File: src/rtl/clock_reset_sequencer_if.sv
// Purpose : bundles the sequencer's DCM-facing and channel-facing signals into one port.
// Latency : none (wiring only).
// Backpressure: none; all signals are level or single-cycle strobes with no handshake.
//
// Signals:
//   dcm_locked      DCM LOCKED, asynchronous to system_clock
//   channel_divide  per-channel divide value, channel i at [i*DIV_WIDTH +: DIV_WIDTH]
//   dcm_reset       DCM RST
//   channel_reset   per-channel synchronous reset, active-high
//   channel_enable  per-channel single-cycle clock enable
//   clocks_ready    high only while the sequence is complete (RUN)
//   retry_count     saturating count of lock timeouts
//   lock_lost_count saturating count of lock losses after release
// master = the sequencer, slave = the clocking block / downstream logic.
interface clock_reset_sequencer_if #(
    parameter int NUM_CHANNELS = 2,
    parameter int DIV_WIDTH    = 8
);
    logic                              dcm_locked;
    logic [NUM_CHANNELS*DIV_WIDTH-1:0] channel_divide;
    logic                              dcm_reset;
    logic [NUM_CHANNELS-1:0]           channel_reset;
    logic [NUM_CHANNELS-1:0]           channel_enable;
    logic                              clocks_ready;
    logic [7:0]                        retry_count;
    logic [7:0]                        lock_lost_count;

    modport master (
        input  dcm_locked,
        input  channel_divide,
        output dcm_reset,
        output channel_reset,
        output channel_enable,
        output clocks_ready,
        output retry_count,
        output lock_lost_count
    );

    modport slave (
        output dcm_locked,
        output channel_divide,
        input  dcm_reset,
        input  channel_reset,
        input  channel_enable,
        input  clocks_ready,
        input  retry_count,
        input  lock_lost_count
    );
endinterface

File: src/rtl/clock_reset_sequencer.sv
// Purpose : DCM reset/lock sequencer with staggered per-channel reset release and clock-enable dividers.
// Latency : all outputs registered; lock seen 2 cycles after dcm_locked rises, RELEASE after LOCK_FILTER more.
// Backpressure: none; the sequencer free-runs and retries on lock timeout.
//
// Ports:
//   system_clock  buffered system clock, all logic on the rising edge
//   reset         synchronous, active-high; returns every output to its reset value next edge
//   bus           clock_reset_sequencer_if.master (dcm_locked/channel_divide in, resets/enables/status out)
//
// Optional feature: define CLKSEQ_LOCK_MONITOR_EN to restart the sequence (and count the
// event in lock_lost_count) whenever lock drops during RELEASE or RUN. Without it, lock is
// ignored once RELEASE is entered and lock_lost_count is tied to zero.
module clock_reset_sequencer #(
    parameter int DCM_RESET_CYCLES = 4,
    parameter int LOCK_FILTER      = 16,
    parameter int LOCK_TIMEOUT     = 65535,
    parameter int NUM_CHANNELS     = 2,
    parameter int RELEASE_STAGGER  = 4,
    parameter int DIV_WIDTH        = 8
) (
    input  logic                     system_clock,
    input  logic                     reset,
    clock_reset_sequencer_if.master  bus
);

    // RELEASE lasts until the cycle after the last channel has cleared.
    localparam int REL_LAST_I = (NUM_CHANNELS - 1) * RELEASE_STAGGER + 1;
    localparam int MAX_A      = (DCM_RESET_CYCLES > LOCK_TIMEOUT) ? DCM_RESET_CYCLES : LOCK_TIMEOUT;
    localparam int CNT_MAX    = (MAX_A > REL_LAST_I + 1) ? MAX_A : REL_LAST_I + 1;
    localparam int CNT_W      = $clog2(CNT_MAX + 1);
    localparam int FILT_W     = $clog2(LOCK_FILTER + 1);

    localparam logic [CNT_W-1:0]     DCM_LAST     = CNT_W'(DCM_RESET_CYCLES - 1);
    localparam logic [CNT_W-1:0]     TIMEOUT_LAST = CNT_W'(LOCK_TIMEOUT - 1);
    localparam logic [CNT_W-1:0]     RELEASE_LAST = CNT_W'(REL_LAST_I);
    localparam logic [FILT_W-1:0]    FILT_LAST    = FILT_W'(LOCK_FILTER - 1);
    localparam logic [DIV_WIDTH-1:0] DIV_ONE      = DIV_WIDTH'(1);

    typedef enum logic [1:0] {
        DCM_RST   = 2'd0,
        WAIT_LOCK = 2'd1,
        RELEASE   = 2'd2,
        RUN       = 2'd3
    } state_t;

    state_t                  state;
    logic [CNT_W-1:0]        state_cnt;
    logic [FILT_W-1:0]       filt_cnt;

    logic                    lock_meta;
    logic                    lock_sync;
    logic                    lock_drop;

    logic                    dcm_rst;
    logic                    ready;
    logic [NUM_CHANNELS-1:0] chan_rst;
    logic [NUM_CHANNELS-1:0] chan_en;
    logic [7:0]              retries;
    logic [7:0]              lock_losses;

    logic [NUM_CHANNELS-1:0][DIV_WIDTH-1:0] div_cnt;
    logic [NUM_CHANNELS-1:0][DIV_WIDTH-1:0] div_hold;
    logic [NUM_CHANNELS-1:0][DIV_WIDTH-1:0] div_eff;

    // ------------------------------------------------------------------
    // Two-flop synchroniser for the asynchronous DCM lock.
    // ------------------------------------------------------------------
    always_ff @(posedge system_clock) begin
        if (reset) begin
            lock_meta <= 1'b0;
            lock_sync <= 1'b0;
        end else begin
            lock_meta <= bus.dcm_locked;
            lock_sync <= lock_meta;
        end
    end

`ifdef CLKSEQ_LOCK_MONITOR_EN
    // Lock lost after release: restart the whole sequence on the next edge.
    assign lock_drop = ((state == RELEASE) || (state == RUN)) && !lock_sync;

    always_ff @(posedge system_clock) begin
        if (reset) begin
            lock_losses <= 8'd0;
        end else if (lock_drop && (lock_losses != 8'hFF)) begin
            lock_losses <= lock_losses + 8'd1;
        end
    end
`else
    assign lock_drop   = 1'b0;
    assign lock_losses = 8'd0;
`endif

    // ------------------------------------------------------------------
    // Sequencer FSM. Outputs are written alongside each transition so they
    // always describe the state being entered, not the one being left.
    // ------------------------------------------------------------------
    always_ff @(posedge system_clock) begin
        if (reset) begin
            state     <= DCM_RST;
            state_cnt <= '0;
            filt_cnt  <= '0;
            dcm_rst   <= 1'b1;
            chan_rst  <= '1;
            ready     <= 1'b0;
            retries   <= 8'd0;
        end else begin
            case (state)
                DCM_RST: begin
                    if (state_cnt == DCM_LAST) begin
                        state     <= WAIT_LOCK;
                        state_cnt <= '0;
                        filt_cnt  <= '0;
                        dcm_rst   <= 1'b0;
                    end else begin
                        state_cnt <= state_cnt + 1'b1;
                    end
                end

                WAIT_LOCK: begin
                    // Lock is tested first so it wins a tie with the timeout.
                    if (lock_sync && (filt_cnt == FILT_LAST)) begin
                        state     <= RELEASE;
                        state_cnt <= '0;
                        filt_cnt  <= '0;
                    end else if (state_cnt == TIMEOUT_LAST) begin
                        state     <= DCM_RST;
                        state_cnt <= '0;
                        filt_cnt  <= '0;
                        dcm_rst   <= 1'b1;
                        if (retries != 8'hFF) begin
                            retries <= retries + 8'd1;
                        end
                    end else begin
                        state_cnt <= state_cnt + 1'b1;
                        filt_cnt  <= lock_sync ? (filt_cnt + 1'b1) : '0;
                    end
                end

                RELEASE: begin
                    if (lock_drop) begin
                        state     <= DCM_RST;
                        state_cnt <= '0;
                        dcm_rst   <= 1'b1;
                        chan_rst  <= '1;
                        ready     <= 1'b0;
                    end else begin
                        // Channel i leaves reset the cycle after the stagger count hits i*RELEASE_STAGGER.
                        for (int i = 0; i < NUM_CHANNELS; i++) begin
                            if (state_cnt == CNT_W'(i * RELEASE_STAGGER)) begin
                                chan_rst[i] <= 1'b0;
                            end
                        end
                        if (state_cnt == RELEASE_LAST) begin
                            state     <= RUN;
                            state_cnt <= '0;
                            ready     <= 1'b1;
                        end else begin
                            state_cnt <= state_cnt + 1'b1;
                        end
                    end
                end

                RUN: begin
                    if (lock_drop) begin
                        state     <= DCM_RST;
                        state_cnt <= '0;
                        dcm_rst   <= 1'b1;
                        chan_rst  <= '1;
                        ready     <= 1'b0;
                    end
                end

                default: begin
                    state     <= DCM_RST;
                    state_cnt <= '0;
                    filt_cnt  <= '0;
                    dcm_rst   <= 1'b1;
                    chan_rst  <= '1;
                    ready     <= 1'b0;
                end
            endcase
        end
    end

    // ------------------------------------------------------------------
    // Per-channel clock-enable dividers.
    // The divide value is taken live at the first cycle of each period
    // (counter at 0) and held for the rest of it, so a mid-period change
    // only takes effect once the current period has completed.
    // ------------------------------------------------------------------
    always_comb begin
        div_eff = '0;
        for (int i = 0; i < NUM_CHANNELS; i++) begin
            div_eff[i] = (div_cnt[i] == '0) ? bus.channel_divide[i*DIV_WIDTH +: DIV_WIDTH]
                                            : div_hold[i];
        end
    end

    always_ff @(posedge system_clock) begin
        if (reset) begin
            div_cnt  <= '0;
            div_hold <= '0;
            chan_en  <= '0;
        end else begin
            for (int i = 0; i < NUM_CHANNELS; i++) begin
                // lock_drop reasserts channel_reset on this same edge, so the
                // enable is suppressed together with it rather than a cycle later.
                if (chan_rst[i] || lock_drop) begin
                    div_cnt[i] <= '0;
                    chan_en[i] <= 1'b0;
                end else begin
                    if (div_cnt[i] == '0) begin
                        div_hold[i] <= div_eff[i];
                    end
                    // Divide of 0 or 1 degenerates to a permanently-high enable.
                    if ((div_eff[i] <= DIV_ONE) || (div_cnt[i] == div_eff[i] - DIV_ONE)) begin
                        div_cnt[i] <= '0;
                        chan_en[i] <= 1'b1;
                    end else begin
                        div_cnt[i] <= div_cnt[i] + DIV_ONE;
                        chan_en[i] <= 1'b0;
                    end
                end
            end
        end
    end

    assign bus.dcm_reset       = dcm_rst;
    assign bus.channel_reset   = chan_rst;
    assign bus.channel_enable  = chan_en;
    assign bus.clocks_ready    = ready;
    assign bus.retry_count     = retries;
    assign bus.lock_lost_count = lock_losses;

endmodule

File: src/flat_wrapper.sv
// flat-port wrapper written by rule: the top's interface ports become plain ports
module clock_reset_sequencer_flat 
#(
    parameter int DCM_RESET_CYCLES = 4,
    parameter int LOCK_FILTER      = 16,
    parameter int LOCK_TIMEOUT     = 65535,
    parameter int NUM_CHANNELS     = 2,
    parameter int RELEASE_STAGGER  = 4,
    parameter int DIV_WIDTH        = 8
)
  (system_clock, reset, bus_dcm_locked, bus_channel_divide, bus_dcm_reset, bus_channel_reset, bus_channel_enable, bus_clocks_ready, bus_retry_count, bus_lock_lost_count);
  clock_reset_sequencer_if #(.NUM_CHANNELS(NUM_CHANNELS), .DIV_WIDTH(DIV_WIDTH)) bus_i ();
  input  logic system_clock;
  input  logic reset;
  input wire logic [$bits(bus_i.dcm_locked)-1:0] bus_dcm_locked;
  input wire logic [$bits(bus_i.channel_divide)-1:0] bus_channel_divide;
  output wire logic [$bits(bus_i.dcm_reset)-1:0] bus_dcm_reset;
  output wire logic [$bits(bus_i.channel_reset)-1:0] bus_channel_reset;
  output wire logic [$bits(bus_i.channel_enable)-1:0] bus_channel_enable;
  output wire logic [$bits(bus_i.clocks_ready)-1:0] bus_clocks_ready;
  output wire logic [$bits(bus_i.retry_count)-1:0] bus_retry_count;
  output wire logic [$bits(bus_i.lock_lost_count)-1:0] bus_lock_lost_count;
  assign bus_i.dcm_locked = bus_dcm_locked;
  assign bus_i.channel_divide = bus_channel_divide;
  assign bus_dcm_reset = bus_i.dcm_reset;
  assign bus_channel_reset = bus_i.channel_reset;
  assign bus_channel_enable = bus_i.channel_enable;
  assign bus_clocks_ready = bus_i.clocks_ready;
  assign bus_retry_count = bus_i.retry_count;
  assign bus_lock_lost_count = bus_i.lock_lost_count;
  clock_reset_sequencer #(.DCM_RESET_CYCLES(DCM_RESET_CYCLES), .LOCK_FILTER(LOCK_FILTER), .LOCK_TIMEOUT(LOCK_TIMEOUT), .NUM_CHANNELS(NUM_CHANNELS), .RELEASE_STAGGER(RELEASE_STAGGER), .DIV_WIDTH(DIV_WIDTH)) u_core (.system_clock(system_clock), .reset(reset), .bus(bus_i));
endmodule
File: config.mk
export PLATFORM = sky130hd
export DESIGN_NAME = clock_reset_sequencer_flat
export DESIGN_NICKNAME = d
export VERILOG_FILES = /design/src/rtl/clock_reset_sequencer_if.sv /design/src/rtl/clock_reset_sequencer.sv /design/src/flat_wrapper.sv
export SDC_FILE = /design/constraint.sdc
export NUM_CORES = 1
export LEC_CHECK = 0
export BUFFER_PORTS_ARGS = -buffer_cell sky130_fd_sc_hd__buf_2
export CAP_MARGIN = 20
export CELL_PAD_IN_SITES_DETAIL_PLACEMENT = 1
export CELL_PAD_IN_SITES_GLOBAL_PLACEMENT = 2
export CORE_MARGIN = 1.5
export CORE_UTILIZATION = 39
export CTS_BUF_LIST = sky130_fd_sc_hd__clkbuf_4 sky130_fd_sc_hd__clkbuf_8 sky130_fd_sc_hd__clkbuf_16
export DETAILED_ROUTE_END_ITERATION = 10
export PLACE_DENSITY = 0.83
export REMOVE_ABC_BUFFERS = 1
export SETUP_SLACK_MARGIN = 0.1
export SYNTH_ARGS = -nofsm -noshare
export SYNTH_HDL_FRONTEND = slang
export SYNTH_SLANG_ARGS = --single-unit
File: constraint.sdc
create_clock -name system_clock -period 4.6 [get_ports system_clock]
set_input_delay 0.23 -clock system_clock [delete_from_list [all_inputs] [get_ports system_clock]]
set_output_delay 0.23 -clock system_clock [all_outputs]
set_load 0.03 [all_outputs]
# [Word-level counts from Yosys, hierarchy flattened]
# Cells that the tools add are included.
[word_totals] output_inout_bits=22 register_bits=71 wordCells=91 inputBits=19
[classes] reduce_logical=22 magnitude_cmp=2 n_eq_ne=16 addsub=7 mux=23 n_bitwise=5
[ops] op="$mux 16" count=4
[ops] op="$pmux 16 s3" count=1
[ops] op="$eq 16x3->1 const B" count=2
[ops] op="$add 8x1->8 const B" count=3
[ops] op="$mux 5" count=4
[ops] op="$add 16x1->16 const B" count=1
[ops] op="$eq 16x16->1 const B" count=1
[ops] op="$eq 16x2->1 const B" count=1
[ops] op="$eq 8x8->1" count=2
[ops] op="$le 8x1->1 const B" count=2
[ops] op="$logic_not 16->1" count=1
[ops] op="$logic_not 8->1" count=2
[ops] op="$mux 8" count=2
[ops] op="$sub 8x1->8 const B" count=2
[ops] op="$reduce_and 2->1" count=6
[ops] op="$reduce_and 4->1" count=3
[ops] op="$pmux 5 s2" count=1
[ops] op="$mux 2" count=4
[ops] op="$ne 8x8->1 const B" count=1
[ops] op="$ne 2x1->1 const B" count=3
[ops] op="$pmux 2 s3" count=1
[ops] op="$reduce_or 2->1" count=3
[ops] op="$reduce_or 3->1" count=2
[ops] op="$add 5x1->5 const B" count=1
[ops] op="12 further kinds" count=22

# [Longest topological paths before layout]
[depth] depth_word=6 mapped_depth=13

# [Least setup slack after synthesis]
# No wires, ideal clock.
[synth_path] path_kind="reg2reg" from="register u_core.div_cnt[0] (netlist name)" to="register u_core.div_cnt[2] (netlist name)" path_stages_with_launch=13 arrival_time_ns=2.693 t_required_ns=4.463 slack_ns=1.770 setup_ns=0.137 period_less_slack_ns=2.830 n_path_buf=1 cell_sequence="dfxtp_1 -> inv_1 -> ha_1 -> or3b_2 -> nor2_4 -> buf_6 -> mux2i_1 -> ha_1 -> xnor2_1 -> xnor2_1 -> nand4_1 -> nor4b_4 -> nor3_1"
[synth_between] elab_chain_len=6 word_cells_on_any_way=8 classes_between="add/sub (2); order compare (1); eq/ne (1); mux (1); reduce/logical (3)"
[synth_rtl] item="start, declared" line="clock_reset_sequencer.sv:61" source="logic [NUM_CHANNELS-1:0][DIV_WIDTH-1:0] div_cnt;"
[synth_rtl] item="start signal, assigned by index" line="clock_reset_sequencer.sv:221" source="div_cnt[i] <= div_cnt[i] + DIV_ONE;"
[synth_rtl] item="$logic_not 8->1" line="clock_reset_sequencer.sv:195" source="div_eff[i] = (div_cnt[i] == '0) ? bus.channel_divide[i*DIV_WIDTH +: DIV_WIDTH]"
[synth_rtl] item="$mux 8" line="clock_reset_sequencer.sv:195"
[synth_rtl] item="$sub 8x1->8" line="clock_reset_sequencer.sv:217" source="if ((div_eff[i] <= DIV_ONE) || (div_cnt[i] == div_eff[i] - DIV_ONE)) begin"
[synth_rtl] item="$eq 8x8->1" line="clock_reset_sequencer.sv:217"
[synth_rtl] item="$logic_or 1x1->1" line="clock_reset_sequencer.sv:217"
[synth_rtl] item="$reduce_or 3->1 (no line)"
# Several ways; a longest one is shown, not always the timed one.
# A chain may end at the register's enable or synchronous reset.

# [Final worst setup path]
[layout_path] from="register u_core.div_cnt[8] (netlist name)" to="register u_core.div_cnt[12] (netlist name)"
# Same word-level chain as after synthesis.

==> out/metrics.cfg <==
[status]
outcome = finished, final reports clean

[critical_path]
crit_buf_inv = 1
reg2reg_to = u_core.div_cnt[12]
crit_fanout = 11
worstSetupPathType = reg2reg
cpPeakStageDelay_ps = 510
path_common_cell = ha_1
worstPathArrival_ps = 3670
crit_chain = inv_1, ha_1, or3b_2, nor2_2, mux2i_1, ha_1, xor2_1, xnor2_1, nor3_1, and4_1, nor4b_2
reg2reg_slack_ps = 1180
end_kind = register
startpoint = u_core.div_cnt[8]
rr_worst_depth = 11
slowest_stage = or3b_2
crit_path_start_kind = register
cp.required_ps = 4850
regToRegStartpoint = u_core.div_cnt[8]
critPathTopFamily = simple AND/OR/NAND/NOR gates

[cts]
cts.path.max_buffers = 2
clock_sinks = 71
hold_buffers = 0
path_clk_slew_ps = 80
cts_tree = yes
post_cts_buffers = 0
insertion_delay_ps = 370
cts_root_buffer = clkbuf_8
ctsResizeCount = 0
cts_buffers = 9
cts.htree.levels = 3

[synth]
synth-seq-area-share_pct = 32.7
synth.cell_area_um2 = 4340
synth_top_family_by_area = simple AND/OR/NAND/NOR gates
synth_top_cells_by_area = dfxtp_1, ha_1, xnor2_1
ys_seq_elements = 71
synthSimpleGateAreaFrac_pct = 28.4
ys_top_cells_by_count = dfxtp_1, nor2_1, nand2_1, a21oi_1, nand3_1
synthAdderAreaFrac_pct = 5.76
synthFlopType = dfxtp_1
synth_cells = 530
yosysUniqueCellTypes = 67
synth_compound_area_share_pct = 16.5
synth_top_area_cell = dfxtp_1
ys_warn_count = 0
synth_xor_area_share_pct = 8.27
netlist.area_leader.share_pct = 32.7
yosysMostFrequentCell = dfxtp_1
synth_area_per_cell_um2 = 8.19
synth_edf_count = 0
synth_mux_area_share_pct = 2.19
synthArstFlopShare_pct = 0

[die]
io_pins = 41
rows = 38
fp.dieArea_um2 = 11800
core_um2 = 10800
die_h_um = 109
initial_utilization_pct = 40.1
die_w_um = 109

[route]
viasPerCell = 5.62
met2_length_um = 5440
ant_nets = 0
wl_per_cell_um = 16.5
highest_layer = met4
vias = 3916
dr.pass1.iters = 4
wirelength_um = 11500
dr_wl_met3_um = 365
met1_length_um = 5500
drtIter0Drc = 114
drc = 0

[sta]
fmax_ghz = 0.293
finalSetupTns_ps = 0
final.setup.worst_slack_ps = 1180
drv_slew = 0
relSlewSlack_pct = 45.7
period_share_pct = 74.3
finClkSkew_ps = 6.62
final_hold_viol_count = 0
max_slew.worst_pin.slew_ps = 814
grt_setup_unrepaired = no
min_period_ps = 3420
setup_violations = 0

[global_routing]
grt.overflow.total = 0
grt_usage_pct = 21.0
grt_pass1_wl_um = 19400
grt_max_degree = 47
first_global_vias = 3981
antenna_found_initial = 0

[layout]
layout.area.seq_um2 = 1420
design_area_um2 = 4770
fillers = 1313
nNetsFinal = 591
layout-drive-gt1-share_pct = 12.9
area_growth_syn_to_layout_pct = 9.85
stdcell_count = 697
num_antenna_cells = 0
multiInputGateArea_um2 = 2690

[pwr]
total_power_mw = 1.52
pwr_density_cell_nw_per_um2 = 318
ir_drop_uv = 194
p_leak_nw = 1.85

[place]
pre_cts_ws_ps = 1210
gp_congestion = 0.831
portBuffers = 32
dpl.cell_count = 681
dp_hpwl_um = 8400
place_area_um2 = 4540

[min_path]
holdCritPathClass = in2reg
hp-start = bus_dcm_locked
whs_path_depth = 2
min_to = u_core.lock_meta

[flow_run]
maxCapViolCount = 0

==> registers in the layout, summed over array words and instances, names as in the netlist <==
| register | count |
|---|---|
| u_core.div_cnt | 16 |
| u_core.filt_cnt | 5 |
| u_core.state_cnt | 16 |
| u_core.bus.channel_enable | 2 |
| u_core.bus.clocks_ready | 1 |
| u_core.lock_sync | 1 |
| u_core.bus.dcm_reset | 1 |
| u_core.div_hold | 16 |
| u_core.state | 2 |
| u_core.lock_meta | 1 |
| u_core.bus.retry_count | 8 |
| u_core.bus.channel_reset | 2 |
==> metrics by stage <==
step / hold slack (ps) / utilization (%)
final: 81.0 / 44.0
after global routing: 86.7 / 44.0
after CTS: 65.3 / 44.0
after detailed placement: 437 / 41.9
after global placement: 428 / 41.9
after floorplan: 299 / -
==> power by group <==
group          internal (mW)  switching, mW
clock network          0.334          0.257
registers              0.635         0.0242
logic                  0.100          0.167
total                   1.07          0.449
==> per-layer routing <==
metal  global-route usage, %  vias up
li1                        -     1929
met3                    3.32       14
met1                    26.9     1907
met4                    8.18        0
met2                    35.1       66
met5                       0        -
==> logic make-up (layout without fill, tap and decap cells) <==
logic type / count (synthesis) / in the layout
AND/OR/NAND/NOR: 226 / 226
AO/OA/AOI/OAI: 109 / 109
flip-flops: 71 / 71
buffers and inverters: 53 / 73
XOR/XNOR: 41 / 41
adder cells (fa/ha/maj): 20 / 20
multiplexers: 9 / 9
other: 1 / 8
==> worst max path at each step <==
stage / end / cells after the start
final: u_core.div_cnt[12] / 11
after global routing: u_core.div_cnt[9] / 11
after CTS: u_core.div_cnt[8] / 11
after detailed placement: u_core.div_cnt[8] / 11
after global placement: u_core.div_cnt[12] / 11
after floorplan: u_core.div_cnt[12] / 11
==> cells in the final DEF (no fill, tap or decap), drive strengths merged, types with 4 or more instances in the layout <==
master	Yosys	routed
a211oi	6	6
a21o	6	6
a21oi	29	29
a22o	6	6
and3	8	8
buf	15	33
clkbuf	14	11
conb	1	8
dfxtp	71	71
ha	20	20
inv	24	24
mux2i	8	8
nand2	43	43
nand2b	4	4
nand3	28	28
nand4	14	14
nor2	53	53
nor2b	7	7
nor3	25	25
nor3b	5	5
nor4	7	7
o21ai	29	29
o311ai	4	4
o31ai	5	5
or2	5	5
or3	4	4
or4	11	11
xnor2	22	22
xor2	19	19
==> layout make-up <==
class                           instances  share of cell area, %
Sequential cell                        71                   29.8
Inverter                               24                   1.89
Clock buffer                           11                   3.17
Timing Repair Buffer                   33                   3.51
Tap cell                              140                   3.67
Clock inverter                          5                   1.68
Multi-Input combinational cell        413                   56.3
Power figures use the tool's default switching activity.
